===== config.mk =====
export PLATFORM = sky130hd
export DESIGN_NAME = ps2_read_funcmod
export DESIGN_NICKNAME = d
export VERILOG_FILES = /design/src/rtl/ps2_pkg.sv /design/src/rtl/ps2_edge_sync.sv /design/src/rtl/ps2_read_funcmod.sv
export SDC_FILE = /design/constraint.sdc
export NUM_CORES = 1
export LEC_CHECK = 0
export CAP_MARGIN = 25
export CORE_ASPECT_RATIO = 1.1
export CORE_MARGIN = 2
export CORE_UTILIZATION = 51
export DETAILED_ROUTE_END_ITERATION = 8
export GPL_ROUTABILITY_DRIVEN = 1
export PLACE_DENSITY = 0.74
export SETUP_SLACK_MARGIN = 0.1
export SLEW_MARGIN = 20
export SYNTH_ARGS = -nofsm -noshare
export SYNTH_HDL_FRONTEND = slang
export SYNTH_SLANG_ARGS = --single-unit
export TNS_END_PERCENT = 10

===== constraint.sdc =====
create_clock -name CLOCK -period 2.11 [get_ports CLOCK]
set_clock_uncertainty 0.2 [all_clocks]
set_input_delay 0.422 -clock CLOCK [delete_from_list [all_inputs] [get_ports CLOCK]]
set_output_delay 0.422 -clock CLOCK [all_outputs]
set_load 0.01 [all_outputs]

===== src/rtl/ps2_pkg.sv =====
// Shared PS/2 definitions: FSM state encoding, error cause codes, default timeout.
// Odd-parity enforcement is controlled by the PS2_PARITY_CHECK_EN macro in the read module.
package ps2_pkg;

    typedef enum logic [2:0] {
        IDLE   = 3'd0,
        DATA   = 3'd1,
        PARITY = 3'd2,
        STOP   = 3'd3,
        DONE   = 3'd4
    } ps2State_t;

    localparam logic [1:0] ERR_PARITY  = 2'b01;
    localparam logic [1:0] ERR_FRAME   = 2'b10;
    localparam logic [1:0] ERR_TIMEOUT = 2'b11;

    // 2 ms at 50 MHz without a PS2_CLK falling edge aborts a frame.
    localparam logic [16:0] T_TIMEOUT_DEF = 17'd100000;

endpackage


===== src/rtl/ps2_edge_sync.sv =====
// Two-flop synchronizers for the PS/2 clock and data pins plus falling-edge detect.
// isH2L is high for one CLOCK cycle, two cycles after the pin clock falls.
module ps2_edge_sync (
    input  logic CLOCK,
    input  logic RESET,
    input  logic PS2_CLK,
    input  logic PS2_DAT,
    output logic isH2L,
    output logic datSync
);

    // clkSync[1:0] is the synchronizer, clkSync[2] the previous synced value.
    logic [2:0] clkSync;
    logic [1:0] datPipe;

    always_ff @(posedge CLOCK or posedge RESET) begin
        if (RESET) begin
            clkSync <= 3'b111;
            datPipe <= 2'b11;
        end else begin
            clkSync <= {clkSync[1:0], PS2_CLK};
            datPipe <= {datPipe[0], PS2_DAT};
        end
    end

    assign isH2L   = clkSync[2] & ~clkSync[1];
    assign datSync = datPipe[1];

endmodule


===== src/rtl/ps2_read_funcmod.sv =====
// PS/2 host receive engine: start/8 data/parity/stop frame capture with timeout abort.
// Define PS2_PARITY_CHECK_EN to enforce odd parity; otherwise the parity bit is discarded.
module ps2_read_funcmod
    import ps2_pkg::*;
#(
    parameter logic [16:0] T_TIMEOUT = T_TIMEOUT_DEF
) (
    input  logic       CLOCK,
    input  logic       RESET,
    input  logic       PS2_CLK,
    input  logic       PS2_DAT,
    input  logic       iEn,
    output logic [7:0] oData,
    output logic       oTrig,
    output logic       oErr,
    output logic [1:0] oErrCode
);

    logic        isH2L;
    logic        datSync;
    ps2State_t   state;
    ps2State_t   nextState;
    logic [2:0]  bitCnt;
    logic [7:0]  shiftReg;
    logic [16:0] toCnt;
    logic        timedOut;
    logic        parityOk;
    logic [7:0]  dataNext;
    logic        trigNext;
    logic        errNext;
    logic [1:0]  codeNext;

    ps2_edge_sync uSync (
        .CLOCK   (CLOCK),
        .RESET   (RESET),
        .PS2_CLK (PS2_CLK),
        .PS2_DAT (PS2_DAT),
        .isH2L   (isH2L),
        .datSync (datSync)
    );

    // A falling edge in the same cycle as the timeout wins: the bus is still alive.
    assign timedOut = (toCnt == T_TIMEOUT - 17'd1) && !isH2L;

`ifdef PS2_PARITY_CHECK_EN
    logic parBit;
    assign parityOk = ^{shiftReg, parBit};
`else
    assign parityOk = 1'b1;
`endif

    always_ff @(posedge CLOCK or posedge RESET) begin
        if (RESET) begin
            state <= IDLE;
        end else begin
            state <= nextState;
        end
    end

    always_comb begin
        nextState = state;
        if (!iEn) begin
            nextState = IDLE;
        end else begin
            case (state)
                IDLE:    if (isH2L && !datSync) nextState = DATA;
                DATA:    if (timedOut) nextState = IDLE;
                         else if (isH2L && bitCnt == 3'd7) nextState = PARITY;
                PARITY:  if (timedOut) nextState = IDLE;
                         else if (isH2L) nextState = STOP;
                STOP:    if (timedOut) nextState = IDLE;
                         else if (isH2L) nextState = datSync ? DONE : IDLE;
                DONE:    nextState = IDLE;
                default: nextState = IDLE;
            endcase
        end
    end

    // The frame verdict is taken on the stop edge so results are visible during DONE.
    always_comb begin
        dataNext = oData;
        trigNext = 1'b0;
        errNext  = 1'b0;
        codeNext = oErrCode;
        if (iEn) begin
            case (state)
                DATA, PARITY: begin
                    if (timedOut) begin
                        errNext  = 1'b1;
                        codeNext = ERR_TIMEOUT;
                    end
                end
                STOP: begin
                    if (isH2L) begin
                        if (!datSync) begin
                            errNext  = 1'b1;
                            codeNext = ERR_FRAME;
                        end else if (parityOk) begin
                            trigNext = 1'b1;
                            dataNext = shiftReg;
                        end else begin
                            errNext  = 1'b1;
                            codeNext = ERR_PARITY;
                        end
                    end else if (timedOut) begin
                        errNext  = 1'b1;
                        codeNext = ERR_TIMEOUT;
                    end
                end
                default: ;
            endcase
        end
    end

    always_ff @(posedge CLOCK or posedge RESET) begin
        if (RESET) begin
            oData    <= 8'h00;
            oTrig    <= 1'b0;
            oErr     <= 1'b0;
            oErrCode <= 2'b00;
        end else begin
            oData    <= dataNext;
            oTrig    <= trigNext;
            oErr     <= errNext;
            oErrCode <= codeNext;
        end
    end

    always_ff @(posedge CLOCK or posedge RESET) begin
        if (RESET) begin
            bitCnt   <= 3'd0;
            shiftReg <= 8'h00;
            toCnt    <= 17'd0;
`ifdef PS2_PARITY_CHECK_EN
            parBit   <= 1'b0;
`endif
        end else begin
            case (state)
                DATA: begin
                    if (isH2L) begin
                        shiftReg[bitCnt] <= datSync;
                        bitCnt           <= bitCnt + 3'd1;
                        toCnt            <= 17'd0;
                    end else begin
                        toCnt <= toCnt + 17'd1;
                    end
                end
                PARITY: begin
                    if (isH2L) begin
`ifdef PS2_PARITY_CHECK_EN
                        parBit <= datSync;
`endif
                        toCnt  <= 17'd0;
                    end else begin
                        toCnt <= toCnt + 17'd1;
                    end
                end
                STOP: begin
                    if (isH2L) toCnt <= 17'd0;
                    else       toCnt <= toCnt + 17'd1;
                end
                default: begin
                    bitCnt <= 3'd0;
                    toCnt  <= 17'd0;
                end
            endcase
        end
    end

endmodule

==> impl.org <==
** Synth
- Sequential fraction of the synthesis area :: roughly 56%
- Total standard cell area after synthesis :: roughly 2200 µm²
- Syn nets :: slightly below 200
- Yosys attributes the largest share of cell area to sky130_fd_sc_hd__dfrtp_1, sky130_fd_sc_hd__mux2_2, sky130_fd_sc_hd__dfstp_2.
- Fraction of synthesized cell area taken by the top area cell type :: 49.57%
- Warning count from the yosys run :: 0
- The most used flip-flop cell after synthesis is sky130_fd_sc_hd__dfrtp_1.
- The synthesized design contains 48 register bits.
- Number of distinct library cell variants in the gate-level netlist after synthesis :: between 40 and 50
- Each instance of the synthesized netlist takes up on average 11.43 µm².
- Post-synth EDFFs :: 0
- Cell type with the highest aggregate area in the netlist :: sky130_fd_sc_hd__dfrtp_1
- For this run, asynchronously set or reset flops after synthesis account for 100.0%.
- After technology mapping, the gate count stands at between 150 and 200.

** Timing
- Static timing analysis puts the maximum clock frequency at 502.3 MHz.
- In this run the tightest slew margin relative to its limit is 62.98%.
- Setup slack on the critical path of the routed design comes to 0.1193 ns.
- Count of pins over their slew limit :: 0
- Unrepaired setup endpoints after global routing :: yes
- Setup violation total in the final timing report :: 0
- The number of hold violations in the final report was 0.
- Worst-Margin Slew :: between 0.5 and 0.6 ns
- In the finished design, the share of the clock period the worst path needs comes to between 90 and 100%.
- Sum of negative setup slack :: 0 ns
- Post-layout minimum cycle time :: around 2 ns

** Place
- Routability-driven placement finished with a final weighted congestion of 0.7958.
- Number of I/O port buffers :: 16
- Including well taps, the total number of placed cells is between 200 and 300.
- Prior to clock tree synthesis, the placed netlist has a worst setup slack of roughly 0.048 ns.
- Summed over all nets, the half-perimeter wirelength after detailed placement is around 2900 µm.

** Pwr
- Leakage power figure :: between 1 and 1.5 nW
- Total power draw :: about 1.6 mW
- Switch Pwr :: about 0.35 mW
- The share of total power dissipated in the clock network is 34.7%.
- For this design the ratio of total power to cell area is between 600 and 700 nW/µm².
- Cell internal power was estimated by the tool at ~1.2 mW.
- IR analysis of the VDD net gives a maximum drop of between 0.4 and 0.5 mV.
- Combinational logic burns ~5.3% of the power.
- Net switching is between 20% and 30% of the power.
- Reg power frac :: 60.0%

** Die
- After floorplanning, the core was divided into 24 placement rows.
- In this run the vertical extent of the chip is roughly 72 µm.
- Width of the die :: ~66 µm
- Ports :: 17
- Once the floorplan was initialized, standard cells occupied 53.95% of the core.
- Overall die area :: 4795 µm²
- The core region is roughly 4000 µm².

** Min path
- Class of the most critical hold timing path :: register to register

** Final layout
- Antenna cell count :: 0
- Post-synthesis to final-layout area growth :: 18.33%
- Final Net Count :: ~220
- The library cell used most frequently in the layout, excluding fill and tap cells, is sky130_fd_sc_hd__dfrtp_1.
- The post-route netlist has 22.58% of its cells at a drive strength greater than 1.
- The top cell types in the final layout, fill and taps aside, are sky130_fd_sc_hd__dfrtp_1, sky130_fd_sc_hd__nor2_1, sky130_fd_sc_hd__clkdlybuf4s50_1.
- Final std cells w/o fill :: between 200 and 300

** Drt
- Post-DR wirelength/cell :: 14.75 µm
- DR vias :: approximately 1500
- Iteration count of the initial detailed-routing pass :: 4
- Once detail routing completed, the nets flagged for antenna violations numbered 0.
- In the routed design, unresolved DRC markers number 0.
- Dividing the detail-routed via count by the number of cells gives roughly 5.7.
- The first routing iteration left 108 violations.
- Total Wirelength :: a little under 4000 µm

** Critical path
- Reg-to-Reg End :: oErrCode[0]
- Following the worst setup path forward leads to its endpoint at oErrCode[0].
- The worst setup path is launched from a register.
- Worst Path Required :: roughly 2.2 ns
- CP Data Arrival Time :: roughly 2 ns
- In this run the worst setup path begins at uSync.clkSync[1].
- For the worst flop-to-flop path, the logic depth is 4.
- Worst-path fanout max :: 3
- Reg2Reg Launch Point :: uSync.clkSync[1]
- The setup path with the least slack is of type register to register.
- The worst setup path is captured at a register.
- In this run the register-to-register setup slack is about 0.12 ns.

** Clock tree
- The number of setup buffers added after CTS is 0.
- Root Driver :: sky130_fd_sc_hd__clkbuf_8
- Clock Sinks :: 48
- Clock-pin slew was measured on the worst setup and hold paths at approximately 0.080 ns.
- Number of hold buffers added after cts :: 0
- Counting along the longest clock path gives a buffer depth of 2.
- Gates resized during post-CTS repair numbered 0.
- The H-tree was split into 2 levels.
- The later pin in the worst-skew pair is clocked with a latency of roughly 0.29 ns.
- Total clock buffers created by CTS :: 5
- TritonCTS built the clock tree.

** GRT
- Initial antenna violation count :: 0
- Global-route total usage across every layer :: between 10% and 20%
- Entering global routing, the biggest net connects 25 pins.
- Summed over all layers, the global routing overflow is 0.
- The first global-routing pass estimated between 7000 and 8000 µm of wire.
- Number of global-route vias before repair :: between 1500 and 2000

** Run status
- The run finished with clean final reports.

** Flow run
- Number of violations of the max-capacitance limit :: 0
-- area by class of cell --
| class | count | area (µm²) |
|---|---|---|
| fillers | 344 | 1455 |
| flip-flops and latches | 48 | 1209 |
| multi-input cells | 129 | 932.1 |
| inverters | 6 | 22.52 |
| clock inverters | 2 | 10.01 |
| repair buffers | 26 | 247.7 |
| well taps | 52 | 65.06 |
| clock buffers | 6 | 82.58 |
-- worst min-delay path by stage --
stage                           startpoint                to  slack, ns  depth (start not counted)
after CTS                 uSync.datPipe[0]  uSync.datPipe[1]       0.16                          0
final                     uSync.datPipe[0]  uSync.datPipe[1]       0.16                          0
after global routing      uSync.datPipe[0]  uSync.datPipe[1]       0.17                          0
after global placement    uSync.datPipe[0]  uSync.datPipe[1]       0.15                          0
after floorplan           uSync.clkSync[0]  uSync.clkSync[1]       0.15                          0
after detailed placement  uSync.datPipe[0]  uSync.datPipe[1]       0.15                          0
-- worst max-delay path, cell delays in order, from the launching register on --
cell and delay [ns]:
sky130_fd_sc_hd__dfstp_2 0.55, sky130_fd_sc_hd__nor2b_1 0.05, sky130_fd_sc_hd__or4_1 0.50, sky130_fd_sc_hd__or4_4 0.44, sky130_fd_sc_hd__a21bo_2 0.20
-- metal layers --
| metal | part of all wire [%] | vias up | GRT usage (%) | wire length, µm |
|---|---|---|---|---|
| met4 | 1.5 | 0 | 7.937 | 61 |
| li1 | - | 723 | - | - |
| met2 | 50 | 35 | 31.67 | 1984 |
| met5 | 0 | - | 0 | 0 |
| met3 | 4.1 | 7 | 5.116 | 162 |
| met1 | 44 | 762 | 24.51 | 1761 |
-- cell usage after synthesis (2+ instances only) --
cell type / number
sky130_fd_sc_hd__nor4_1: 3
sky130_fd_sc_hd__ha_1: 3
sky130_fd_sc_hd__dfrtp_1: 43
sky130_fd_sc_hd__a22oi_1: 2
sky130_fd_sc_hd__or3_1: 2
sky130_fd_sc_hd__xnor2_1: 4
sky130_fd_sc_hd__and4_1: 2
sky130_fd_sc_hd__nor3_1: 8
sky130_fd_sc_hd__nor2_1: 21
sky130_fd_sc_hd__or4_1: 3
sky130_fd_sc_hd__buf_2: 3
sky130_fd_sc_hd__dfstp_2: 5
sky130_fd_sc_hd__nand4_1: 5
sky130_fd_sc_hd__nand4b_1: 2
sky130_fd_sc_hd__nor2b_1: 2
sky130_fd_sc_hd__nand2_1: 11
sky130_fd_sc_hd__clkbuf_1: 3
sky130_fd_sc_hd__o21ai_0: 4
sky130_fd_sc_hd__nand3_1: 9
sky130_fd_sc_hd__o31ai_1: 4
sky130_fd_sc_hd__inv_1: 6
sky130_fd_sc_hd__xor2_1: 8
sky130_fd_sc_hd__mux2_2: 14
sky130_fd_sc_hd__a21oi_1: 4
-- power by group through the flow --
| stage | Combinational (mW) | Clock [mW] | Sequential, mW |
|---|---|---|---|
| floorplan | 0.0473 | 0 | 0.966 |
| global placement | 0.0814 | 0 | 0.967 |
| detailed placement | 0.0852 | 0 | 0.968 |
| CTS | 0.0855 | 0.568 | 0.950 |
| global route | 0.0959 | 0.611 | 0.954 |
| finish | 0.0843 | 0.549 | 0.950 |
-- per-stage QoR --
stage	util, %	area, µm²	hold slack (ns)
2_1_floorplan	-	2171	0.1452
3_3_place_gp	60.98	2454	0.1455
3_5_place_dp	60.98	2454	0.1490
4_1_cts	63.28	2546	0.1612
5_1_grt	63.84	2569	0.1673
6_report	63.84	2569	0.1594
-- cells by family (layout without fill, tap and decap cells) --
logic type      after synthesis  after routing  synth area share, %
simple gates                 80             80                21.67
flops                        48             48                55.62
compound gates               18             18                5.476
mux                          16             16                8.242
buf+inv                      13             40                2.420
xor+xnor                     12             12                4.841
fa+ha+maj                     3              3                1.729
-- registers in the layout, indices dropped and copies added (netlist names) --
register       flops
oTrig              1
uSync.clkSync      3
bitCnt             3
toCnt             17
oErrCode           2
shiftReg           8
oErr               1
oData              8
uSync.datPipe      2
state              3
Power figures use the tool's default switching activity.
